--- config.mk ---
export PLATFORM = sky130hd
export DESIGN_NAME = alu_sequencer_flat
export DESIGN_NICKNAME = d
export VERILOG_FILES = /design/src/rtl/alu_pkg.sv /design/src/rtl/alu_sequencer_if.sv /design/src/rtl/alu_sequencer.sv /design/src/flat_wrapper.sv
export SDC_FILE = /design/constraint.sdc
export NUM_CORES = 1
export LEC_CHECK = 0
export CAP_MARGIN = 20
export CORE_AREA = 2 2 92 117
export CTS_CLUSTER_DIAMETER = 50
export DETAILED_ROUTE_END_ITERATION = 8
export DIE_AREA = 0 0 94 119
export PLACE_DENSITY_LB_ADDON = 0.05
export SYNTH_ARGS = -nofsm -noshare
export SYNTH_HDL_FRONTEND = slang
export SYNTH_SLANG_ARGS = --single-unit
export TNS_END_PERCENT = 100
--- constraint.sdc ---
create_clock -name clk -period 3.45 [get_ports clk]
set_input_delay 0.69 -clock clk [delete_from_list [all_inputs] [get_ports clk]]
set_output_delay 0.69 -clock clk [all_outputs]
set_load 0.05 [all_outputs]
--- src/rtl/alu_pkg.sv ---
// Shared definitions for the ALU sequencer: widths, opcodes, FSM states
// and opcode classification helpers.
package alu_pkg;

  localparam int DATA_W = 16;
  localparam int REG_AW = 4;
  localparam int OP_W   = 5;
  localparam int FLAG_W = 5;

  localparam logic [OP_W-1:0] OP_ADD  = 5'd0;
  localparam logic [OP_W-1:0] OP_SUB  = 5'd1;
  localparam logic [OP_W-1:0] OP_CMP  = 5'd2;
  localparam logic [OP_W-1:0] OP_AND  = 5'd3;
  localparam logic [OP_W-1:0] OP_OR   = 5'd4;
  localparam logic [OP_W-1:0] OP_XOR  = 5'd5;
  localparam logic [OP_W-1:0] OP_NOT  = 5'd6;
  localparam logic [OP_W-1:0] OP_LSH  = 5'd7;
  localparam logic [OP_W-1:0] OP_RSH  = 5'd8;
  localparam logic [OP_W-1:0] OP_ARSH = 5'd9;
  localparam logic [OP_W-1:0] NOP_OP  = 5'b11111;

  typedef enum logic [1:0] {
    ST_IDLE = 2'd0,
    ST_READ = 2'd1,
    ST_EXEC = 2'd2,
    ST_WB   = 2'd3
  } state_t;

  // Opcodes 0..9 are implemented by the ALU; everything above is illegal.
  function automatic logic is_valid_op(input logic [OP_W-1:0] op);
    return op <= OP_ARSH;
  endfunction

  // CMP only produces flags, so it is the one valid op without a writeback.
  function automatic logic writes_back(input logic [OP_W-1:0] op);
    return is_valid_op(op) && (op != OP_CMP);
  endfunction

endpackage

--- src/rtl/alu_sequencer_if.sv ---
// Command channel from instruction decode into the ALU sequencer.
interface alu_sequencer_if;
  import alu_pkg::*;

  logic              cmd_valid;
  logic              cmd_ready;
  logic [OP_W-1:0]   cmd_op;
  logic [REG_AW-1:0] cmd_rdest;
  logic [REG_AW-1:0] cmd_rsrc;
  logic              cmd_imm_en;
  logic [DATA_W-1:0] cmd_imm;

  modport master (
    output cmd_valid, cmd_op, cmd_rdest, cmd_rsrc, cmd_imm_en, cmd_imm,
    input  cmd_ready
  );

  modport slave (
    input  cmd_valid, cmd_op, cmd_rdest, cmd_rsrc, cmd_imm_en, cmd_imm,
    output cmd_ready
  );

endinterface

--- src/rtl/alu_sequencer.sv ---
// Four-state controller: accept a command, read operands, run the external
// combinational ALU, then write back the result and update the status flags.
module alu_sequencer
  import alu_pkg::*;
(
  input  logic              clk,
  input  logic              rst_n,
  alu_sequencer_if.slave    cmd,
  output logic [REG_AW-1:0] rf_raddr_a,
  output logic [REG_AW-1:0] rf_raddr_b,
  input  logic [DATA_W-1:0] rf_rdata_a,
  input  logic [DATA_W-1:0] rf_rdata_b,
  output logic              rf_we,
  output logic [REG_AW-1:0] rf_waddr,
  output logic [DATA_W-1:0] rf_wdata,
  output logic [DATA_W-1:0] alu_rdest,
  output logic [DATA_W-1:0] alu_rsrc,
  output logic [OP_W-1:0]   alu_opcode,
  input  logic [DATA_W-1:0] alu_out,
  input  logic [FLAG_W-1:0] alu_flags,
  output logic [FLAG_W-1:0] psr_flags,
  output logic              busy,
  output logic              done,
  output logic              err
);

  state_t            state, state_nxt;
  logic              ready;
  logic [OP_W-1:0]   op_q;
  logic [REG_AW-1:0] rdest_q;
  logic [REG_AW-1:0] rsrc_q;
  logic              imm_en_q;
  logic [DATA_W-1:0] imm_q;
  logic [DATA_W-1:0] op_a;
  logic [DATA_W-1:0] op_b;
  logic [DATA_W-1:0] result_q;
  logic [FLAG_W-1:0] flags_q;
  logic [FLAG_W-1:0] psr_q;

  // State register plus the per-state capture of command, operands and results.
  // NOTE: sequential state uses non-blocking assignments so every register
  // samples pre-edge values, independent of statement order.
  always_ff @(posedge clk or negedge rst_n) begin
    if (!rst_n) begin
      state    <= ST_IDLE;
      op_q     <= '0;
      rdest_q  <= '0;
      rsrc_q   <= '0;
      imm_en_q <= 1'b0;
      imm_q    <= '0;
      op_a     <= '0;
      op_b     <= '0;
      result_q <= '0;
      flags_q  <= '0;
      psr_q    <= '0;
    end else begin
      state <= state_nxt;
      case (state)
        ST_IDLE: begin
          if (cmd.cmd_valid) begin
            op_q     <= cmd.cmd_op;
            rdest_q  <= cmd.cmd_rdest;
            rsrc_q   <= cmd.cmd_rsrc;
            imm_en_q <= cmd.cmd_imm_en;
            imm_q    <= cmd.cmd_imm;
          end
        end
        ST_READ: begin
          op_a <= rf_rdata_a;
          op_b <= imm_en_q ? imm_q : rf_rdata_b;
        end
        ST_EXEC: begin
          result_q <= alu_out;
          flags_q  <= alu_flags;
        end
        ST_WB: begin
          if (is_valid_op(op_q)) psr_q <= flags_q;
        end
        default: ;
      endcase
    end
  end

  // Next-state and all state-decoded outputs.
  // NOTE: every output gets a default before the case so no path leaves a
  // signal unassigned, which would infer a latch.
  always_comb begin
    state_nxt  = state;
    ready      = 1'b0;
    busy       = 1'b1;
    done       = 1'b0;
    err        = 1'b0;
    rf_we      = 1'b0;
    alu_opcode = NOP_OP;
    alu_rdest  = '0;
    alu_rsrc   = '0;
    case (state)
      ST_IDLE: begin
        ready = 1'b1;
        busy  = 1'b0;
        if (cmd.cmd_valid) state_nxt = ST_READ;
      end
      ST_READ: state_nxt = ST_EXEC;
      ST_EXEC: begin
        alu_rdest  = op_a;
        alu_rsrc   = op_b;
        alu_opcode = is_valid_op(op_q) ? op_q : NOP_OP;
        state_nxt  = ST_WB;
      end
      ST_WB: begin
        done      = 1'b1;
        rf_we     = writes_back(op_q);
        err       = !is_valid_op(op_q);
        state_nxt = ST_IDLE;
      end
      default: state_nxt = ST_IDLE;
    endcase
  end

  assign cmd.cmd_ready = ready;
  assign rf_raddr_a    = rdest_q;
  assign rf_raddr_b    = rsrc_q;
  assign rf_waddr      = rdest_q;
  assign rf_wdata      = result_q;
  assign psr_flags     = psr_q;

endmodule

--- src/flat_wrapper.sv ---
// flat-port wrapper written by rule: the top's interface ports become plain ports
module alu_sequencer_flat import alu_pkg::*;
  (clk, rst_n, rf_raddr_a, rf_raddr_b, rf_rdata_a, rf_rdata_b, rf_we, rf_waddr, rf_wdata, alu_rdest, alu_rsrc, alu_opcode, alu_out, alu_flags, psr_flags, busy, done, err, cmd_cmd_valid, cmd_cmd_op, cmd_cmd_rdest, cmd_cmd_rsrc, cmd_cmd_imm_en, cmd_cmd_imm, cmd_cmd_ready);
  alu_sequencer_if cmd_i ();
  input  logic clk;
  input  logic rst_n;
  output logic [REG_AW-1:0] rf_raddr_a;
  output logic [REG_AW-1:0] rf_raddr_b;
  input  logic [DATA_W-1:0] rf_rdata_a;
  input  logic [DATA_W-1:0] rf_rdata_b;
  output logic rf_we;
  output logic [REG_AW-1:0] rf_waddr;
  output logic [DATA_W-1:0] rf_wdata;
  output logic [DATA_W-1:0] alu_rdest;
  output logic [DATA_W-1:0] alu_rsrc;
  output logic [OP_W-1:0] alu_opcode;
  input  logic [DATA_W-1:0] alu_out;
  input  logic [FLAG_W-1:0] alu_flags;
  output logic [FLAG_W-1:0] psr_flags;
  output logic busy;
  output logic done;
  output logic err;
  input wire logic [$bits(cmd_i.cmd_valid)-1:0] cmd_cmd_valid;
  input wire logic [$bits(cmd_i.cmd_op)-1:0] cmd_cmd_op;
  input wire logic [$bits(cmd_i.cmd_rdest)-1:0] cmd_cmd_rdest;
  input wire logic [$bits(cmd_i.cmd_rsrc)-1:0] cmd_cmd_rsrc;
  input wire logic [$bits(cmd_i.cmd_imm_en)-1:0] cmd_cmd_imm_en;
  input wire logic [$bits(cmd_i.cmd_imm)-1:0] cmd_cmd_imm;
  output wire logic [$bits(cmd_i.cmd_ready)-1:0] cmd_cmd_ready;
  assign cmd_i.cmd_valid = cmd_cmd_valid;
  assign cmd_i.cmd_op = cmd_cmd_op;
  assign cmd_i.cmd_rdest = cmd_cmd_rdest;
  assign cmd_i.cmd_rsrc = cmd_cmd_rsrc;
  assign cmd_i.cmd_imm_en = cmd_cmd_imm_en;
  assign cmd_i.cmd_imm = cmd_cmd_imm;
  assign cmd_cmd_ready = cmd_i.cmd_ready;
  alu_sequencer u_core (.clk(clk), .rst_n(rst_n), .cmd(cmd_i), .rf_raddr_a(rf_raddr_a), .rf_raddr_b(rf_raddr_b), .rf_rdata_a(rf_rdata_a), .rf_rdata_b(rf_rdata_b), .rf_we(rf_we), .rf_waddr(rf_waddr), .rf_wdata(rf_wdata), .alu_rdest(alu_rdest), .alu_rsrc(alu_rsrc), .alu_opcode(alu_opcode), .alu_out(alu_out), .alu_flags(alu_flags), .psr_flags(psr_flags), .busy(busy), .done(done), .err(err));
endmodule
==> flow_summary.toml, run 1 <==
[global_route]
largest_net_degree_at_the_start_of_global_routing = 58
peak_usage_layer_in_the_global_routing_report = "met2"
grt_overflow_total = 0
grtUsageTotal = 0.159
grt_util_met1 = 0.202
first_global_vias = 2772
globalRouteMet2Util = 0.258
global_route.usage.met3 = 0.0443
grt_antenna_before_repair = 0
grt_first_pass_wirelength_um = 13800

[final_layout]
area.growth.synth_to_final_pct = 51.5
layout_commonest_cell = "clkdlybuf4s50_1"
layout_common_cells = "159 x clkdlybuf4s50_1, 90 x dfrtp_1, 67 x mux2_2"
insertedDiodeCount = 0
multi_input_combinational_cell_area_um2 = 1490
fin_area_um2 = 5850
num-fill-cells = 915
fraction_of_layout_cells_with_a_size_suffix_above_1 = 0.212
final_net_count = 535
sequential_cell_area_um2 = 2250

[route]
drc_violations_left = 0
routed_wl_um = 8590
antenna_violating_nets_post_route = 0
routed-via-count = 2732
drtPass1Iterations = 4
vias_per_cell = 4.70
first_iter_violations = 63
routed_wire_length_per_instance_um = 14.8

[timing]
period_minus_slack_ns = 3.21
grt_setup_unrepaired = "false"
report.final.slew_viol_count = 0
final-hold-violation-count = 0
timing.slew.headroom = 0.351
ratio_of_final_minimum_period_to_clock_period = 0.929
tightestPinTransition_ns = 0.974
fin_worst_skew_ns = 0.00597
fmax_ghz = 0.312
report.final.setup_viol = 0
setup_tns_ns = 0

[critical_path]
timing.critical_path.to_type = "output port"
worst_r2r_endpoint = "u_core.imm_q[2]"
startpoint_type = "flop"
slowest_delay_ns = 0.70
rrSetupSlack_ns = 1.47
class_of_the_most_critical_setup_path = "reg -> out"
critPathLaunch = "u_core.state[0]"
cp.required_ns = 2.76
timing.critical_path.fanout_max = 40
r2r-start = "u_core.state[0]"
worst_r2r_path_depth = 5
crit_arrival_ns = 2.52
critical_path.cell_chain = "inv_1, ha_2, buf_4, nand2_1, clkdlybuf4s50_1"
cpMaxStageDelayCell = "clkdlybuf4s50_1"

[placed_design]
gpl.final_weighted_congestion = 0.693
placement.cell_area_um2 = 5580
total_of_buffers_placed_on_input_and_output_ports = 160
post-dp-hpwl_um = 6200

[yosys]
yosysWarnings = 0
edff_count_synth = 0
synth_cells = 289
synth_top_area_frac = 0.583
mean_instance_size_in_the_synthesized_netlist_um2 = 13.4
synth_top_flop_cell = "dfrtp_1"
synthDominantAreaCellType = "dfrtp_1"
yosys_register_bits = 90
synth_cell_type_count = 23
ys_top_cells_by_area = "dfrtp_1 58%, mux2_2 20%, and2_1 5.2%"
mappedNetlistArea_um2 = 3860
syn_nets = 379
synth-seq-area-share = 0.583
ys_async_sr_fraction = 1.00

[floorplan]
io_pins = 161
placement_rows = 42
total_core_area_um2 = 10200
die_x_um = 94
start_util = 0.377
die_area_um2 = 11200
die_h_um = 119

[clocking]
cts_max_level = 3
cts-buffers-inserted = 9
clkSlewWorstSetupHoldPaths_ns = 0.06
cts_post_setup_buffers_inserted = 0
cts_tree = "done"
insertion_delay_ns = 0.34
number_of_cells_upsized_or_downsized_after_cts = 0
holdBufCountCts = 0
cts_buffer_depth = 2
cts_root_buffer = "clkbuf_16"
cts_num_sinks = 90

[pwr]
p_leak_nw = 2.46
powerDensity_nw_per_um2 = 1120
fin_total_pwr_w = 0.00655
worst_ir_drop_vdd_v = 0.000463

[hold_path]
min_path_type = "in -> async"

[flow_run]
max_capacitance_violation_count = 0

[run_status]
run_status = "complete, no violations"
## worst max path at each step
stage	end
after floorplan	alu_rsrc[0]
after global placement	alu_opcode[3]
after detailed placement	alu_opcode[3]
after CTS	alu_opcode[3]
after global routing	alu_opcode[3]
final	alu_opcode[3]
## logic make-up after synthesis
group / after synthesis / synth area share
muxes: 88 / 0.256
buffers and inverters: 24 / 0.0311
and+or+nand+nor: 62 / 0.0872
adders and majority gates: 4 / 0.0130
DFF: 90 / 0.583
AOI/OAI and AO/OA: 21 / 0.0289
## sequential cells by signal (all words and copies together), names as in the netlist
register           flops
u_core.rf_raddr_a      4
u_core.imm_en_q        1
u_core.op_a           16
u_core.flags_q         5
u_core.op_q            5
u_core.rf_wdata       16
u_core.imm_q          16
u_core.psr_flags       5
u_core.op_b           16
u_core.rf_raddr_b      4
u_core.state           2
## through the flow
step | instances | hold slack (ns) | setup WS [ns] | util
finish | 581 | 0.407 | 0.245 | 0.571
global route | 581 | 0.476 | 0.0319 | 0.571
CTS | 581 | 0.447 | 0.156 | 0.571
detailed placement | 566 | 0.489 | 0.526 | 0.544
global placement | 566 | 0.481 | 0.556 | 0.544
floorplan | 289 | 0.394 | 1.07 | -
## report_power, final
part / leakage, nW / internal (W) / switching (W)
logic: 1.27 / 0.00154 / 0.00217
clock network: 0.138 / 0.000520 / 0.000381
registers: 1.05 / 0.00161 / 0.000324
## synth_stat cells (all sizes together), types with 3 or more instances
cell type,instances
mux2i,16
a21oi,17
inv,3
nor2,21
nand3b,3
ha,4
nand2,3
clkbuf,8
buf,13
and2,32
dfrtp,90
mux2,72
## area by class of cell
class / count / share of cell area
Clock buffer: 12 / 0.0439
Multi-Input combinational cell: 175 / 0.255
Inverter: 3 / 0.00193
Tap cell: 132 / 0.0282
Clock inverter: 3 / 0.00257
Timing Repair Buffer: 166 / 0.283
Sequential cell: 90 / 0.385
## routing by layer
metal  vias to the layer above  share of wire
li1                       1294              -
met1                      1335           0.42
met2                        98           0.49
met3                         5          0.075
met4                         0          0.012
met5                         -              0
## critical path, delay by kind of cell, from the launching register on
kind	cells	cell delay, ns
buffers and inverters	3	1.10
flip-flops	1	0.41
adder cells (fa/ha/maj)	1	0.58
AND/OR/NAND/NOR	1	0.07
(Power assumes the default switching activity.)
==> inputs of run 2 (changes only) <==
Settings changed: CELL_PAD_IN_SITES_DETAIL_PLACEMENT from default to 1, CELL_PAD_IN_SITES_GLOBAL_PLACEMENT from default to 2, CORE_AREA 2 2 92 117 to 2 2 107 134, DIE_AREA 0 0 94 119 to 0 0 109 136, GPL_ROUTABILITY_DRIVEN from default to 1.
==> flow_summary.toml, run 2 (synthesized netlist as in run 1, its figures left out) <==
[run_status]
run_status = "complete, no violations"

[floorplan]
total_core_area_um2 = 13600
start_util = 0.283
placement_rows = 48
die_area_um2 = 14800
die_h_um = 136
die_x_um = 109
io_pins = 161

[timing]
final-hold-violation-count = 0
fmax_ghz = 0.321
tightestPinTransition_ns = 0.998
report.final.setup_viol = 0
period_minus_slack_ns = 3.12
setup_tns_ns = 0
ratio_of_final_minimum_period_to_clock_period = 0.903
timing.slew.headroom = 0.335
report.final.slew_viol_count = 0
grt_setup_unrepaired = "false"
fin_worst_skew_ns = 0.00836

[clocking]
cts_max_level = 3
cts-buffers-inserted = 9
number_of_cells_upsized_or_downsized_after_cts = 0
cts_root_buffer = "clkbuf_16"
cts_tree = "done"
clkSlewWorstSetupHoldPaths_ns = 0.07
holdBufCountCts = 0
insertion_delay_ns = 0.34
cts_buffer_depth = 2
cts_num_sinks = 90
cts_post_setup_buffers_inserted = 0

[final_layout]
layout_common_cells = "159 x clkdlybuf4s50_1, 90 x dfrtp_1, 67 x mux2_2"
fin_area_um2 = 5960
area.growth.synth_to_final_pct = 54.3
final_net_count = 536
insertedDiodeCount = 0
layout_commonest_cell = "clkdlybuf4s50_1"
num-fill-cells = 1455
fraction_of_layout_cells_with_a_size_suffix_above_1 = 0.215

[route]
antenna_violating_nets_post_route = 0
vias_per_cell = 4.39
routed_wl_um = 10000
routed-via-count = 2746
drc_violations_left = 0
first_iter_violations = 46
drtPass1Iterations = 4
routed_wire_length_per_instance_um = 16.0

[pwr]
netSwitchingPower_w = 0.00297
power.share.switching = 0.438
share_comb_of_total_power = 0.553
power.share.sequential = 0.287
p_int_w = 0.00381
powerDensity_nw_per_um2 = 1140
power.share.clock = 0.161
worst_ir_drop_vdd_v = 0.000443
p_leak_nw = 2.48
fin_total_pwr_w = 0.00677

[critical_path]
startpoint_type = "flop"
cp.required_ns = 2.76
timing.critical_path.fanout_max = 36
timing.critical_path.to_type = "output port"
crit_arrival_ns = 2.43
class_of_the_most_critical_setup_path = "reg -> out"

[hold_path]
min_path_type = "in -> async"

[placed_design]
gpl.final_weighted_congestion = 0.682
post-dp-hpwl_um = 7080
total_of_buffers_placed_on_input_and_output_ports = 160
placement.cell_area_um2 = 5630

[flow_run]
max_capacitance_violation_count = 0

[global_route]
first_global_vias = 2990
grt_overflow_total = 0
grt_antenna_before_repair = 0
largest_net_degree_at_the_start_of_global_routing = 62
grtUsageTotal = 0.137
grt_first_pass_wirelength_um = 15400
[run 2: changes by cell type in the layout (fill, tap and decap cells not counted), sizes merged]
| cell | previous run | this run |
|---|---|---|
| bufinv | 0 | 2 |
| buf | 7 | 8 |
| clkinv | 3 | 2 |
[run 2: area by class of cell]
cell class / instances / area [µm²] / share of cell area
flip-flops and latches: 90 / 2250 / 0.378
repair buffers: 167 / 1650 / 0.277
multi-input cells: 175 / 1490 / 0.251
clock buffers: 12 / 256 / 0.0431
well taps: 175 / 219 / 0.0368
clock inverters: 4 / 73.8 / 0.0124
inverters: 3 / 11.3 / 0.00189
[run 2: through the flow]
stage	worst slack, ns	utilization	cells	hold WS, ns
finish	0.333	0.437	626	0.447
global route	0.212	0.437	626	0.513
CTS	0.300	0.437	626	0.484
detailed placement	0.669	0.413	610	0.492
global placement	0.744	0.413	610	0.482
floorplan	1.07	-	289	0.394
[run 2: power groups by stage]
| stage | Combinational, W | Sequential, W | Clock [W] |
|---|---|---|---|
| floorplan | 0.00209 | 0.00245 | 0 |
| global placement | 0.00375 | 0.00194 | 0 |
| detailed placement | 0.00379 | 0.00197 | 0 |
| CTS | 0.00380 | 0.00195 | 0.00112 |
| global route | 0.00398 | 0.00202 | 0.00116 |
| finish | 0.00374 | 0.00194 | 0.00109 |
[run 2: path summary, 6_finish.rpt]
| check | start | endpoint | slack (ns) | cells past startpoint |
|---|---|---|---|---|
| min in group clk | u_core.op_a[13] | u_core.op_a[13] | 0.50 | 1 |
| max in group asynchronous | rst_n | u_core.op_b[12] | 2.22 | 2 |
| setup reg to reg | u_core.state[1] | u_core.op_b[3] | 1.79 | 5 |
| setup / recovery | u_core.state[0] | alu_rdest[2] | 0.33 | 5 |
| hold / removal | rst_n | u_core.rf_wdata[5] | 0.45 | 1 |
| hold reg to reg | u_core.op_a[13] | u_core.op_a[13] | 0.50 | 1 |
[run 2: metal layers]
metal,global-route usage,vias up,wire [µm]
li1,-,1286,-
met4,0.0598,0,164
met2,0.235,96,5050
met1,0.158,1354,3950
met5,0,-,0
met3,0.0393,10,833
[run 2: critical path, cell delays in order (launching register included)]
cell             delay [ns]
dfrtp_1                0.42
inv_1                  0.10
ha_2                   0.18
buf_4                  0.38
and2_1                 0.20
clkdlybuf4s50_1        0.80
==> inputs of run 3 (changes only) <==
Settings changed: CTS_BUF_LIST from default to sky130_fd_sc_hd__clkbuf_4 sky130_fd_sc_hd__clkbuf_8 sky130_fd_sc_hd__clkbuf_16, SETUP_SLACK_MARGIN from default to 0.05.
==> flow_summary.toml, run 3 (synthesized netlist as in run 1, its figures left out) <==
[run_status]
run_status = "complete, no violations"

[clocking]
cts_num_sinks = 90
insertion_delay_ns = 0.34
cts_post_setup_buffers_inserted = 0
cts_buffer_depth = 2
cts_max_level = 3
cts_tree = "done"
cts-buffers-inserted = 9
cts_root_buffer = "clkbuf_16"
clkSlewWorstSetupHoldPaths_ns = 0.07
holdBufCountCts = 0
number_of_cells_upsized_or_downsized_after_cts = 0

[flow_run]
max_capacitance_violation_count = 0

[pwr]
netSwitchingPower_w = 0.00296
share_comb_of_total_power = 0.552
worst_ir_drop_vdd_v = 0.000443
p_leak_nw = 2.49
powerDensity_nw_per_um2 = 1140
power.share.switching = 0.437
power.share.sequential = 0.286
power.share.clock = 0.161
p_int_w = 0.00381

[critical_path]
timing.critical_path.to_type = "output port"
cp.required_ns = 2.76
worst_r2r_path_depth = 5
slowest_delay_ns = 0.80
cpMaxStageDelayCell = "clkdlybuf4s50_1"
timing.critical_path.fanout_max = 36
worst_r2r_endpoint = "u_core.op_b[3]"
crit_arrival_ns = 2.42
startpoint_type = "flop"
rrSetupSlack_ns = 1.79
timing.critical_path.max_delay_family = "buffers and inverters"
critical_path.cell_chain = "inv_1, ha_2, buf_4, and2_1, clkdlybuf4s50_1"
r2r-start = "u_core.state[1]"
class_of_the_most_critical_setup_path = "reg -> out"
critPathBufInv = 3

[final_layout]
final_net_count = 536
fraction_of_layout_cells_with_a_size_suffix_above_1 = 0.217
num-fill-cells = 1453
area.growth.synth_to_final_pct = 54.4
layout_common_cells = "159 x clkdlybuf4s50_1, 90 x dfrtp_1, 67 x mux2_2"
layout_commonest_cell = "clkdlybuf4s50_1"
insertedDiodeCount = 0
postLayoutCoreUtil = 0.437

[global_route]
grt_antenna_before_repair = 0
grtUsageTotal = 0.137
grt_overflow_total = 0
largest_net_degree_at_the_start_of_global_routing = 62
first_global_vias = 2990
grt_first_pass_wirelength_um = 15400

[timing]
period_minus_slack_ns = 3.11
final-hold-violation-count = 0
ratio_of_final_minimum_period_to_clock_period = 0.902
setup_tns_ns = 0
fmax_ghz = 0.321
finalHoldWorstSlack_ns = 0.447
grt_setup_unrepaired = "false"
tightestPinTransition_ns = 0.998
report.final.setup_viol = 0
report.final.slew_viol_count = 0
fin_worst_skew_ns = 0.00836
timing.slew.headroom = 0.335

[placed_design]
total_of_buffers_placed_on_input_and_output_ports = 160
post-dp-hpwl_um = 7080
gpl.final_weighted_congestion = 0.682

[floorplan]
die_x_um = 109
die_area_um2 = 14800
total_core_area_um2 = 13600
die_h_um = 136
placement_rows = 48
io_pins = 161
start_util = 0.283

[route]
first_iter_violations = 46
drtPass1Iterations = 4
routed_wl_um = 9980
vias_per_cell = 4.39
routed-via-count = 2750
antenna_violating_nets_post_route = 0
drc_violations_left = 0
routed_wire_length_per_instance_um = 15.9

[hold_path]
min_path_type = "in -> async"
[run 3: changes by cell type in the layout (fill, tap and decap cells not counted)]
cell / change
clkbuf_1: -1
clkbuf_4: +1
[run 3: cell type report]
cell class / count / area, µm² / area share
timing repair buffer: 167 / 1650 / 0.277
tap: 175 / 219 / 0.0367
multi-input combinational: 175 / 1490 / 0.250
clock buffer: 12 / 260 / 0.0437
clock inverter: 4 / 73.8 / 0.0124
inverter: 3 / 11.3 / 0.00189
sequential: 90 / 2250 / 0.378
[run 3: routing by layer]
layer / vias up / GRT usage / routed length (µm)
met1: 1358 / 0.158 / 3960
met3: 10 / 0.0393 / 833
li1: 1286 / - / -
met2: 96 / 0.235 / 5020
met5: - / 0 / 0
met4: 0 / 0.0598 / 164
[run 3: per-stage QoR]
step | worst slack [ns] | total power [W] | cell area, µm² | cells
after floorplan | 1.07 | 0.00455 | 3860 | 289
after global placement | 0.744 | 0.00569 | 5630 | 610
after detailed placement | 0.669 | 0.00576 | 5630 | 610
after CTS | 0.300 | 0.00689 | 5960 | 626
after global routing | 0.212 | 0.00717 | 5960 | 626
final | 0.338 | 0.00678 | 5960 | 626
[run 3: power groups by stage]
stage          registers [W]  clock network (W)  logic [W]
2_1_floorplan        0.00245                  0    0.00209
3_3_place_gp         0.00194                  0    0.00375
3_5_place_dp         0.00197                  0    0.00379
4_1_cts              0.00195            0.00113    0.00380
5_1_grt              0.00202            0.00117    0.00398
6_report             0.00194            0.00109    0.00374
[run 3: worst max path at each step]
stage | start | to | cells after the start
after floorplan | u_core.state[0] | alu_rsrc[0] | 5
after global placement | u_core.state[0] | alu_rdest[2] | 5
after detailed placement | u_core.state[0] | alu_rdest[4] | 5
after CTS | u_core.state[0] | alu_rdest[4] | 5
after global routing | u_core.state[0] | alu_rdest[15] | 5
final | u_core.state[0] | alu_rdest[2] | 5
[run 3: worst register-to-register path, cell delays in order, from the launching register on]
cell and delay [ns]:
dfrtp_1 0.40, inv_1 0.11, ha_2 0.46, buf_4 0.40, nor2_1 0.08, a21oi_1 0.13
